[src/rtl/mem_bus_arbiter.sv]
// mem_bus_arbiter: two-port arbiter for the single shared data-memory port.
// Port 0 is the CPU MEM stage and port 1 is the loader/DMA engine.
//
// Ports:
//   clk, reset           clock and asynchronous active-low reset
//   p0_* / p1_*          requester ports: req/we/addr/wdata in,
//                        gnt/rvalid/rdata out; p1_lock keeps port 1
//                        in ownership for the next beat
//   cpu_stall            holds IF..MEM while the CPU access is pending
//   mem_*                memory command port; mem_rdata is valid
//                        READ_LAT cycles after the accept cycle
//
// Optional build macro MEM_ARB_PERF_CNT_EN adds the saturating
// conflict_cnt and stall_cnt outputs.
module mem_bus_arbiter #(
    parameter int ADDR_W   = 32,
    parameter int DATA_W   = 32,
    parameter int READ_LAT = 1,
    parameter int MAX_LOCK = 8
) (
    input  logic              clk,
    input  logic              reset,
    input  logic              p0_req,
    input  logic              p0_we,
    input  logic [ADDR_W-1:0] p0_addr,
    input  logic [DATA_W-1:0] p0_wdata,
    output logic              p0_gnt,
    output logic              p0_rvalid,
    output logic [DATA_W-1:0] p0_rdata,
    input  logic              p1_req,
    input  logic              p1_we,
    input  logic [ADDR_W-1:0] p1_addr,
    input  logic [DATA_W-1:0] p1_wdata,
    input  logic              p1_lock,
    output logic              p1_gnt,
    output logic              p1_rvalid,
    output logic [DATA_W-1:0] p1_rdata,
    output logic              cpu_stall,
    output logic              mem_en,
    output logic              mem_we,
    output logic [ADDR_W-1:0] mem_addr,
    output logic [DATA_W-1:0] mem_wdata,
    input  logic [DATA_W-1:0] mem_rdata
`ifdef MEM_ARB_PERF_CNT_EN
    ,
    output logic [15:0]       conflict_cnt,
    output logic [15:0]       stall_cnt
`endif
);

    localparam logic [0:0] IDLE     = 1'b0;
    localparam logic [0:0] RD_WAIT  = 1'b1;
    localparam logic [7:0] LOCK_MAX = 8'(MAX_LOCK);
    localparam logic [1:0] LAT_INIT = 2'(READ_LAT - 1);

    logic [0:0] state_q, state_d;
    logic       last_q, last_d;
    logic       owner_q, owner_d;
    logic [7:0] lock_cnt_q, lock_cnt_d;
    logic [1:0] lat_cnt_q, lat_cnt_d;

    logic run;
    logic accept;
    logic rsp;
    logic win;
    logic sel_we;

    always_comb begin
        // Outputs are forced quiet while reset is held.
        run    = reset;
        // Port 1 wins when alone, when port 0 had the last beat,
        // or when its lock is still within budget.
        win    = p1_req & (~p0_req | ~last_q |
                           (p1_lock & (lock_cnt_q < LOCK_MAX)));
        accept = run & (state_q == IDLE) & (p0_req | p1_req);
        rsp    = run & (state_q == RD_WAIT) & (lat_cnt_q == 2'd0);
        sel_we = win ? p1_we : p0_we;

        p0_gnt    = accept & ~win;
        p1_gnt    = accept & win;
        mem_en    = accept;
        mem_we    = accept & sel_we;
        mem_addr  = accept ? (win ? p1_addr : p0_addr) : '0;
        mem_wdata = accept ? (win ? p1_wdata : p0_wdata) : '0;

        p0_rvalid = rsp & ~owner_q;
        p1_rvalid = rsp & owner_q;
        p0_rdata  = p0_rvalid ? mem_rdata : '0;
        p1_rdata  = p1_rvalid ? mem_rdata : '0;

        cpu_stall = run & p0_req &
                    ~((p0_gnt & p0_we) | p0_rvalid);

        state_d    = state_q;
        last_d     = last_q;
        owner_d    = owner_q;
        lock_cnt_d = lock_cnt_q;
        lat_cnt_d  = lat_cnt_q;

        unique case (state_q)
            IDLE: begin
                if (accept) begin
                    last_d = win;
                    if (win & p1_lock) begin
                        lock_cnt_d = (lock_cnt_q == LOCK_MAX) ?
                                     lock_cnt_q : lock_cnt_q + 8'd1;
                    end else begin
                        lock_cnt_d = 8'd0;
                    end
                    if (!sel_we) begin
                        state_d   = RD_WAIT;
                        owner_d   = win;
                        lat_cnt_d = LAT_INIT;
                    end
                end
            end
            RD_WAIT: begin
                if (lat_cnt_q == 2'd0) begin
                    state_d = IDLE;
                end else begin
                    lat_cnt_d = lat_cnt_q - 2'd1;
                end
            end
        endcase
    end

    always_ff @(posedge clk or negedge reset) begin
        if (!reset) begin
            state_q    <= IDLE;
            last_q     <= 1'b1;
            owner_q    <= 1'b0;
            lock_cnt_q <= 8'd0;
            lat_cnt_q  <= 2'd0;
        end else begin
            state_q    <= state_d;
            last_q     <= last_d;
            owner_q    <= owner_d;
            lock_cnt_q <= lock_cnt_d;
            lat_cnt_q  <= lat_cnt_d;
        end
    end

`ifdef MEM_ARB_PERF_CNT_EN
    logic [15:0] conflict_cnt_q, conflict_cnt_d;
    logic [15:0] stall_cnt_q, stall_cnt_d;

    always_comb begin
        conflict_cnt_d = conflict_cnt_q;
        stall_cnt_d    = stall_cnt_q;
        if ((state_q == IDLE) && p0_req && p1_req &&
            (conflict_cnt_q != 16'hFFFF)) begin
            conflict_cnt_d = conflict_cnt_q + 16'd1;
        end
        if (cpu_stall && (stall_cnt_q != 16'hFFFF)) begin
            stall_cnt_d = stall_cnt_q + 16'd1;
        end
    end

    always_ff @(posedge clk or negedge reset) begin
        if (!reset) begin
            conflict_cnt_q <= 16'd0;
            stall_cnt_q    <= 16'd0;
        end else begin
            conflict_cnt_q <= conflict_cnt_d;
            stall_cnt_q    <= stall_cnt_d;
        end
    end

    assign conflict_cnt = conflict_cnt_q;
    assign stall_cnt    = stall_cnt_q;
`endif

endmodule

[config.mk]
export PLATFORM = sky130hd
export DESIGN_NAME = mem_bus_arbiter
export DESIGN_NICKNAME = d
export VERILOG_FILES = /design/src/rtl/mem_bus_arbiter.sv
export SDC_FILE = /design/constraint.sdc
export NUM_CORES = 1
export LEC_CHECK = 0
export BUFFER_PORTS_ARGS = -buffer_cell sky130_fd_sc_hd__buf_2
export CAP_MARGIN = 25
export CORE_AREA = 3 3 115 117
export DETAILED_ROUTE_END_ITERATION = 8
export DIE_AREA = 0 0 118 120
export PLACE_DENSITY = 0.5
export SYNTH_ARGS = -nofsm -noshare
export SYNTH_HDL_FRONTEND = slang
export SYNTH_SLANG_ARGS = --single-unit
[constraint.sdc]
create_clock -name clk -period 4.9 [get_ports clk]
set_input_delay 0.49 -clock clk [delete_from_list [all_inputs] [get_ports clk]]
set_output_delay 0.49 -clock clk [all_outputs]
set_load 0.02 [all_outputs]
# ---- Word-level counts from Yosys, hierarchy flattened
# Index checks and enable logic that the tools add are counted.
dict set report word_totals {
  elab_cells 61
  register_bits 13
}
dict set report classes {
  reduce_logical 5
  bitwise 26
  n_lt_le_gt_ge 1
  addsub 2
  muxes 17
  n_eq_ne 5
}
# op count
set ops {}
lappend ops {{32-bit 2-to-1 mux} 6}
lappend ops {{8-bit 2-to-1 mux} 2}
lappend ops {{1-bit bitwise AND} 15}
lappend ops {{3-bit AND reduction} 3}
lappend ops {{8-bit by 1-bit adder with 8-bit output, second input constant} 1}
lappend ops {{8-bit by 4-bit equality test with 1-bit output, second input constant} 1}
lappend ops {{8-bit by 4-bit less-than comparator with 1-bit output, second input constant} 1}
lappend ops {{2-bit != test, second input constant} 4}
lappend ops {{1-bit NOT} 7}
lappend ops {{2-bit 2-to-1 mux} 3}
lappend ops {{1-bit 2-to-1 mux} 4}
lappend ops {{1-bit bitwise OR} 4}
lappend ops {{2-bit case mux with 2 select lines} 1}
lappend ops {{2-bit zero test} 1}
lappend ops {{1-bit case mux with 2 select lines} 1}
lappend ops {{2-bit AND reduction} 1}
lappend ops {{2-bit by 1-bit subtractor with 2-bit output, second input constant} 1}

# ---- Depth between registers and ports, before layout
# Gate-level depths: netlist of run 1.
dict set report logic_depth {
  ltp_word 10
  mapped_depth 7
}

# ---- Worst setup path before layout of run 1
# No wires, ideal clock.
dict set report synth_path {
  path_kind {reg-to-output}
  from {register lock_cnt_q[6]}
  to {output cpu_stall}
  stages_incl_launch_ff 7
  required_ns 4.410
  arrival_ns 2.292
  setup_slack_ns 2.118
  path_buffers 2
  cell_sequence {dfrtp_1 > or4_1 > buf_2 > o31ai_2 > nor2_1 > clkbuf_1 > a211oi_1}
}
dict set report synth_via {
  elab_chain_len 10
}
# element line
set synth_lines {}
lappend synth_lines {{start, declared} 59} ;# logic [7:0] lock_cnt_q, lock_cnt_d;
lappend synth_lines {{start signal, assigned} 138} ;# lock_cnt_q <= lock_cnt_d;
lappend synth_lines {{8-bit by 4-bit less-than comparator with 1-bit output} 74} ;# (p1_lock & (lock_cnt_q < LOCK_MAX)));
lappend synth_lines {{1-bit bitwise AND} 74}
lappend synth_lines {{1-bit bitwise OR} 73} ;# win = p1_req & (~p0_req | ~last_q |
lappend synth_lines {{1-bit bitwise AND} 73}
lappend synth_lines {{1-bit NOT} 79} ;# p0_gnt = accept & ~win;
lappend synth_lines {{1-bit bitwise AND} 79}
lappend synth_lines {{named net p0_gnt} 27} ;# output logic p0_gnt,
lappend synth_lines {{1-bit bitwise AND} 92} ;# ~((p0_gnt & p0_we) | p0_rvalid);
lappend synth_lines {{1-bit bitwise OR} 92}
lappend synth_lines {{1-bit NOT} 92}
lappend synth_lines {{1-bit bitwise AND} 91} ;# cpu_stall = run & p0_req &
lappend synth_lines {{end, declared} 38} ;# output logic cpu_stall,
# The timed path passes the listed nets, and every way through them passes these cells.

# ---- Worst setup path in the final report of run 1
dict set report layout_path {
  from {input reset}
  to {output mem_wdata[11]}
}
dict set report layout_via {
  elab_chain_len 3
}
# element line
set layout_lines {}
lappend layout_lines {{start, declared} 22} ;# input logic reset,
lappend layout_lines {{1-bit bitwise AND (2 in series)} 75} ;# accept = run & (state_q == IDLE) & (p0_req | p1_req);
lappend layout_lines {{32-bit 2-to-1 mux} 84} ;# mem_wdata = accept ? (win ? p1_wdata : p0_wdata) : '0;
lappend layout_lines {{end, declared} 42} ;# output logic [DATA_W-1:0] mem_wdata,
# No other way between the ends.

==> results of run 1 <==
-- worst paths after layout --
kind                       slack [ps]                       from                   endpoint  depth (start not counted)
max in group asynchronous        4440                      reset         last_q$_DFFE_PN1P_                          1
min in group clk                  460   lat_cnt_q[0]$_DFFE_PN0P_   lat_cnt_q[0]$_DFFE_PN0P_                          1
setup reg to reg                 2720  lock_cnt_q[6]$_DFFE_PN0P_   lat_cnt_q[1]$_DFFE_PN0P_                          4
hold / removal                    160                      reset  lock_cnt_q[5]$_DFFE_PN0P_                          1
setup / recovery                 1440                      reset              mem_wdata[11]                          7
hold reg to reg                   460   lat_cnt_q[0]$_DFFE_PN0P_   lat_cnt_q[0]$_DFFE_PN0P_                          1
-- critical path, delay by kind of cell --
kind                   cells  cell delay, ps
AO/OA/AOI/OAI              1             230
buffers and inverters      3             990
AND/OR/NAND/NOR            3            1240
-- power by group through the flow --
stage	clock network (mW)	logic (mW)	registers, mW
global placement	0	0.376	0.126
detailed placement	0	0.380	0.127
finish	0.156	0.382	0.126
CTS	0.159	0.381	0.125
floorplan	0	0.216	0.124
global route	0.165	0.411	0.126
-- cell families (layout without fill, tap and decap cells) --
group	after synthesis	count (layout)
adder cells (fa/ha/maj)	3	3
XOR/XNOR	4	4
AO/OA/AOI/OAI	87	87
AND/OR/NAND/NOR	103	103
other	0	5
buffers and inverters	34	320
flip-flops	13	13
-- per-layer routing --
layer | GRT usage | up-vias
met3 | 0.191 | 45
met2 | 0.240 | 177
met5 | 0 | -
li1 | - | 1483
met4 | 0.0242 | 32
met1 | 0.213 | 1427
-- per-stage QoR --
step / hold WS, ps / utilization / cells / power (mW) / cell area (sq um)
2_1_floorplan: 194 / - / 244 / 0.341 / 1910
3_3_place_gp: 412 / 0.284 / 697 / 0.502 / 3540
3_5_place_dp: 425 / 0.284 / 697 / 0.506 / 3540
4_1_cts: 170 / 0.290 / 701 / 0.665 / 3620
5_1_grt: 180 / 0.292 / 704 / 0.702 / 3640
6_report: 155 / 0.293 / 707 / 0.664 / 3650
-- final cells by class --
class	instances	area [sq um]
Inverter	10	37.5
Tap cell	172	215
Fill cell	1394	8820
Multi-Input combinational cell	197	1420
Sequential cell	13	327
Antenna cell	5	12.5
Clock buffer	4	78.8
Timing Repair Buffer	306	1560
-- layout by cell type, fill, tap and decap left out, types with 2 or more instances in the layout --
master | netlist | final
a22o_1 | 65 | 65
o32ai_1 | 2 | 2
buf_4 | 0 | 4
and2_1 | 65 | 65
xnor2_1 | 4 | 4
o2111ai_1 | 2 | 2
a41oi_1 | 2 | 2
nand4_1 | 2 | 2
or4_1 | 2 | 2
diode_2 | 0 | 5
a21oi_1 | 2 | 2
nor3_1 | 4 | 4
nor2_1 | 12 | 11
buf_2 | 7 | 301
clkbuf_16 | 0 | 3
o21ai_0 | 5 | 5
dfrtp_1 | 12 | 12
nand2b_1 | 3 | 3
inv_1 | 10 | 10
nand3_1 | 4 | 4
nand2_1 | 5 | 5
ha_1 | 3 | 3
nor4_1 | 2 | 2
-- registers in the layout, indices dropped and copies added (netlist names) --
name and cells:
state_q 1, lock_cnt_q 8, last_q 1, lat_cnt_q 2
owner_q 1
==> summary.md, run 1 <==
| Metric | Value |
|---|---|
| Slowest CP cell | `nor2_4` |
| Wl on met1 | `5720 um` |
| WP data arrival | `2970 ps` |
| XOR/XNOR share of the synthesized area | `0.0184` |
| Dpl ws | `between 1000 and 1500 ps` |
| Status | `completed` |
| Antenna-violating nets left | `0` |
| Ys async rst share | `1.00` |
| Share of cells above drive strength 1 | `0.596` |
| Logic pwr share | `0.576` |
| Routability cong. | `roughly 0.90` |
| Die ar. | `14200 sq um` |
| Fmax | `289 MHz` |
| Peak supply drop | `0.109 mV` |
| Detailed placement HPWL | `roughly 12000 um` |
| Metal3 WL | `2690 um` |
| H-Tree Depth | `1` |
| Max FO, Critical Path | `43` |
| DR pass1 iterations | `5` |
| Count of final setup violators | `0` |
| Syn Nets | `414` |
| Setup TNS | `0 ps` |
| FP Rows | `41` |
| Simple-gate area share of the yosys netlist | `0.314` |
| Synth area leaders | `a22o_1, and2_1, dfrtp_1` |
| Tmin final | `3460 ps` |
| Mapped Area | `1910 sq um` |
| Setup CP Type | `in2out` |
| Post-synthesis adder-cell area fraction | `0.0197` |
| Largest net degree at the start of global routing | `44` |
| Switching power | `0.281 mW` |
| Lkg Pwr | `2.20 nW` |
| Sequence of cells on the critical path | `buf_2, nand2b_1, or2_2, nor2_4, buf_4, a22o_1, buf_2` |
| Max_slew headroom | `0.516` |
| First-pass GRT wire length | `between 15000 and 20000 um` |
| Met2 WL | `around 5300 um` |
| Antenna violations before repair | `22` |
| Core Footprint | `12500 sq um` |
| Worst setup margin | `~1400 ps` |
| Power per cell area | `182 nW/um^2` |
| Root buf cell | `clkbuf_16` |
| Synth top area share | `0.298` |
| Clock network power share | `0.235` |
| Synthesized area per cell | `7.82 sq um` |
| Synth Flop Type | `dfrtp_1` |
| Setup Buffers After CTS | `0` |
| Yosys reg bits | `13` |
| # DRC | `0` |
| CTS tree | `yes` |
| Tot GR Track Use | `0.184` |
| Seq/Total Area, Yosys | `0.171` |
| Area grow syn2layout | `91.3%` |
| Worst-path clk slew | `50 ps` |
| Io pins | `302` |
| DR iter-0 viols | `166` |
| Die Y | `120 um` |
| Highest routed layer | `met5` |
| Max Cap Viol | `0` |
| Worst Path Required | `between 4000 and 5000 ps` |
| Clock Latency Late Sink | `240 ps` |
| RSZ-0062 raised after global routing | `no` |
| Worst Hold Class | `in2async` |
| Hold buffer count at cts | `0` |
| Final hold vios | `0` |
| CP Capture Type | `output port` |
| Synth cell count leaders | `a22o_1, and2_1, clkbuf_1, dfrtp_1, nor2_1` |
| Final Cycle Share | `0.707` |
| Num CTS Buffers | `3` |
| Post-synth EDFFs | `0` |
| DR vias/cell | `4.48` |
| Grt ovf | `0` |
| WL/cell | `approximately 20 um` |
| Clock sink count | `13` |
| Post-synth top area cell | `a22o_1` |
| Routed vias | `3164` |
| Int Pwr | `approximately 0.38 mW` |
| Synth warn | `0` |
| Starting Density | `0.153` |
| Total routed wirelength | `approximately 14000 um` |
| Post-CTS sizing | `0` |
| Seq pwr share | `0.189` |
| Net Sw Frac | `0.422` |
| Worst-margin pin slew | `720 ps` |
| Vias in the first global route | `2950` |
| Slew Limit Fails | `0` |
| Max incr delay on CP | `600 ps` |
| Most frequent CP cell | `buf_2` |
| Netlist cell types | `36` |
| Post-Synthesis Cells | `approximately 240` |
| Post-synthesis compound-gate area fraction | `0.386` |
| CTS Buffer Depth | `2` |
| Final #Nets | `about 700` |
| Multiplexer share of the synthesized area | `0` |
| Crit start category | `input port` |
| Setup skew after layout | `1.57 ps` |
| Die X-Extent | `118 um` |
| Port bufs | `about 300` |
| Largest family of logic cells by synthesized area | `compound AO/OA/AOI/OAI gates` |
Power figures use the tool's default switching activity.
==> inputs of run 2 (changes only) <==
--- a/config.mk
+++ b/config.mk
@@ -7,10 +7,10 @@
 export LEC_CHECK = 0
 export BUFFER_PORTS_ARGS = -buffer_cell sky130_fd_sc_hd__buf_2
 export CAP_MARGIN = 25
-export CORE_AREA = 3 3 115 117
+export CORE_AREA = 3 3 116 118
 export DETAILED_ROUTE_END_ITERATION = 8
-export DIE_AREA = 0 0 118 120
-export PLACE_DENSITY = 0.5
+export DIE_AREA = 0 0 119 121
+export PLACE_DENSITY = 0.51
 export SYNTH_ARGS = -nofsm -noshare
 export SYNTH_HDL_FRONTEND = slang
 export SYNTH_SLANG_ARGS = --single-unit
==> constraint.sdc (replaced) <==
create_clock -name clk -period 3.15 [get_ports clk]
set_input_delay 0.315 -clock clk [delete_from_list [all_inputs] [get_ports clk]]
set_output_delay 0.315 -clock clk [all_outputs]
set_load 0.02 [all_outputs]
==> run 2 against run 1 <==
Against the previous run:
- count of clock-buffer cells in the layout shrank 1
- global-route usage decreased by 0.58 points
- via count decreased by 0.66%
- die area is 1.7% higher
- first-iteration DRC count is 18% lower
- hold slack got worse by 140 ps
- combinational power is 56% higher
- cell area increased by 0.21%
- total power grew 56%
- worst setup slack worse by 1300 ps
- critical endpoint is now mem_addr[0]
- largest cell class unchanged
- highest routed layer unchanged
==> summary.md, run 2 (synthesis results as in run 1) <==
| Metric | Value |
|---|---|
| Crit start category | `flip-flop` |
| Setup CP Type | `reg2out` |
| DR iter-0 viols | `136 (-18%)` |
| Io pins | `302 (unchanged)` |
| DR vias/cell | `4.42 (-1.2%)` |
| Kind of cell adding the most delay to the critical path | `simple AND/OR/NAND/NOR gates` |
| Max FO, Critical Path | `39 (-9.3%)` |
| Int Pwr | `0.593 mW (+55%)` |
| Net Sw Frac | `0.426 (+0.00334)` |
| Total power draw | `1.03 mW (+56%)` |
| R2r endpoint | `owner_q$_DFFE_PN0P_` |
| WP data arrival | `2710 ps (-260 ps)` |
| Share of cells above drive strength 1 | `0.599 (+0.00264)` |
| Peak supply drop | `0.246 mV (+130%)` |
| Num CTS Buffers | `3 (unchanged)` |
| RSZ-0062 raised after global routing | `no` |
| Die X-Extent | `119 um (+0.85%)` |
| Slowest CP cell | `or4_1` |
| Clock Latency Late Sink | `250 ps (about the same)` |
| # DRC | `0 (unchanged)` |
| Final Cycle Share | `0.960` |
| Sequence of cells on the critical path | `or4_1, or3_4, a21oi_4, buf_4, a22o_1, buf_2` |
| CP Capture Type | `output port` |
| Worst-margin pin slew | `641 ps (-78.8 ps)` |
| Final #Nets | `702 (+0.14%)` |
| CTS Buffer Depth | `2 (unchanged)` |
| Starting Density | `0.152 (-0.00125)` |
| Most frequent cells in the layout | `buf_2, and2_1, a22o_1, dfrtp_1, nor2_1` |
| Status | `completed` |
| Setup TNS | `0 ps (unchanged)` |
| Largest net degree at the start of global routing | `50 (+14%)` |
| Routability cong. | `0.902 (+0.57%)` |
| Count of final setup violators | `0 (unchanged)` |
| Max incr delay on CP | `640 ps (+40 ps)` |
| Switching power | `0.440 mW (+57%)` |
| Power per cell area | `282 nW/um^2 (+55%)` |
| Setup Buffers After CTS | `0 (unchanged)` |
| Worst-path clk slew | `50 ps (about the same)` |
| Layout fillers | `1361 (-2.4%)` |
| CTS tree | `yes` |
| Routed vias | `3143 (-0.66%)` |
| Vias in the first global route | `2961 (+0.37%)` |
| Clock sink count | `13 (unchanged)` |
| Max FFs per register | `8 (unchanged)` |
| Seq pwr share | `0.189 (about the same)` |
| Root buf cell | `clkbuf_16` |
| Crit path buffers/inverters | `2 (-1)` |
| Worst R2R Path Depth | `5 (+1)` |
| Most common cell after layout, fill and taps aside | `buf_2` |
| Port bufs | `301 (unchanged)` |
| Max_slew headroom | `0.569 (+0.0530)` |
| Grt ovf | `0 (unchanged)` |
| Worst Hold Class | `in2async` |
| Clock network power share | `0.235 (about the same)` |
| Logic pwr share | `0.576 (about the same)` |
| Detailed placement HPWL | `12300 um (-0.39%)` |
| FP Rows | `41 (unchanged)` |
| Die ar. | `14400 sq um (+1.7%)` |
| Reg2reg start | `lock_cnt_q[6]$_DFFE_PN0P_` |
| Reg2Reg Setup Slack | `930 ps (-1790 ps)` |
| Setup skew after layout | `6.30 ps (+4.73 ps)` |
| H-Tree Depth | `1 (unchanged)` |
| Hold slack final | `16.9 ps (-138 ps)` |
| Die Y | `121 um (+0.83%)` |
| Fmax | `331 MHz` |
| Antenna-violating nets left | `0 (unchanged)` |
| Tmin final | `3020 ps` |
| Largest registers | `lock_cnt_q: 8 flops, lat_cnt_q: 2 flops` |
| Final hold vios | `0 (unchanged)` |
| WL/cell | `19.6 um (-1.6%)` |
| Worst Path Required | `2830 ps (-1580 ps)` |
| Tot GR Track Use | `0.179 (-0.00576)` |
| Slew Limit Fails | `0 (unchanged)` |
| First-pass GRT wire length | `19300 um (-1.5%)` |
| Lkg Pwr | `2.21 nW (+0.23%)` |
| Largest reg by FF count | `lock_cnt_q` |
| Core Footprint | `12600 sq um (+0.82%)` |
| Area grow syn2layout | `91.7%` |
| Total routed wirelength | `13900 um (-1.1%)` |
| Antenna violations before repair | `27 (+23%)` |
| DR pass1 iterations | `4 (-1)` |
| Max Cap Viol | `0 (unchanged)` |
==> run 2: cell count changes in the layout (fill, tap and decap cells not counted) <==
cell and change:
buf_6 +1, clkinv_2 +1, buf_12 -1, diode_2 +3, buf_4 +1, clkbuf_1 -1
==> run 2: worst max path at each step <==
stage,start,end,cells past startpoint
after floorplan,lock_cnt_q[6]$_DFFE_PN0P_,cpu_stall,6
after global placement,state_q$_DFF_PN0_,mem_addr[0],6
after detailed placement,state_q$_DFF_PN0_,mem_addr[0],6
after CTS,state_q$_DFF_PN0_,mem_addr[0],6
after global routing,lock_cnt_q[6]$_DFFE_PN0P_,mem_addr[15],6
final,lock_cnt_q[6]$_DFFE_PN0P_,mem_addr[0],6
==> run 2: routing by layer <==
metal	vias up	GRT usage	share of wire
met2	177	0.236	0.39
met4	32	0.0152	0.0073
met1	1406	0.214	0.38
li1	1490	-	-
met3	38	0.172	0.21
met5	-	0	0.015
==> run 2: worst reg2reg max path: stages (launching register included) <==
cell and delay [ps]:
dfrtp_1 380, or4_1 640, or3_4 440, a21oi_4 160
buf_4 320, a22o_1 200
==> run 2: repair_timing <==
item / in CTS / in global routing
resized for setup: 0 / 1
setup endpoints to repair: 0 / 3
hold buffers: 0 / 0
==> run 2: cell type report <==
type | count | area [sq um] | share of cell area
antenna | 8 | 20.0 | 0.00547
multi-input combinational | 197 | 1420 | 0.389
clock inverter | 1 | 5.00 | 0.00137
tap | 172 | 215 | 0.0588
sequential | 13 | 327 | 0.0893
timing repair buffer | 307 | 1560 | 0.425
inverter | 10 | 37.5 | 0.0103
clock buffer | 3 | 75.1 | 0.0205
==> run 2: power by group through the flow <==
stage	logic (mW)	registers [mW]	clock network, mW
floorplan	0.337	0.193	0
global placement	0.591	0.197	0
detailed placement	0.596	0.197	0
CTS	0.598	0.195	0.248
global route	0.639	0.198	0.257
finish	0.595	0.195	0.243
==> run 2: per-stage QoR <==
step / setup slack (ps) / util / instances / cell area, sq um
final: 127 / 0.291 / 711 / 3660
after global placement: 441 / 0.283 / 699 / 3550
after detailed placement: 398 / 0.283 / 699 / 3550
after global routing: 33.5 / 0.291 / 709 / 3650
after CTS: 134 / 0.289 / 703 / 3630
after floorplan: 543 / - / 244 / 1910
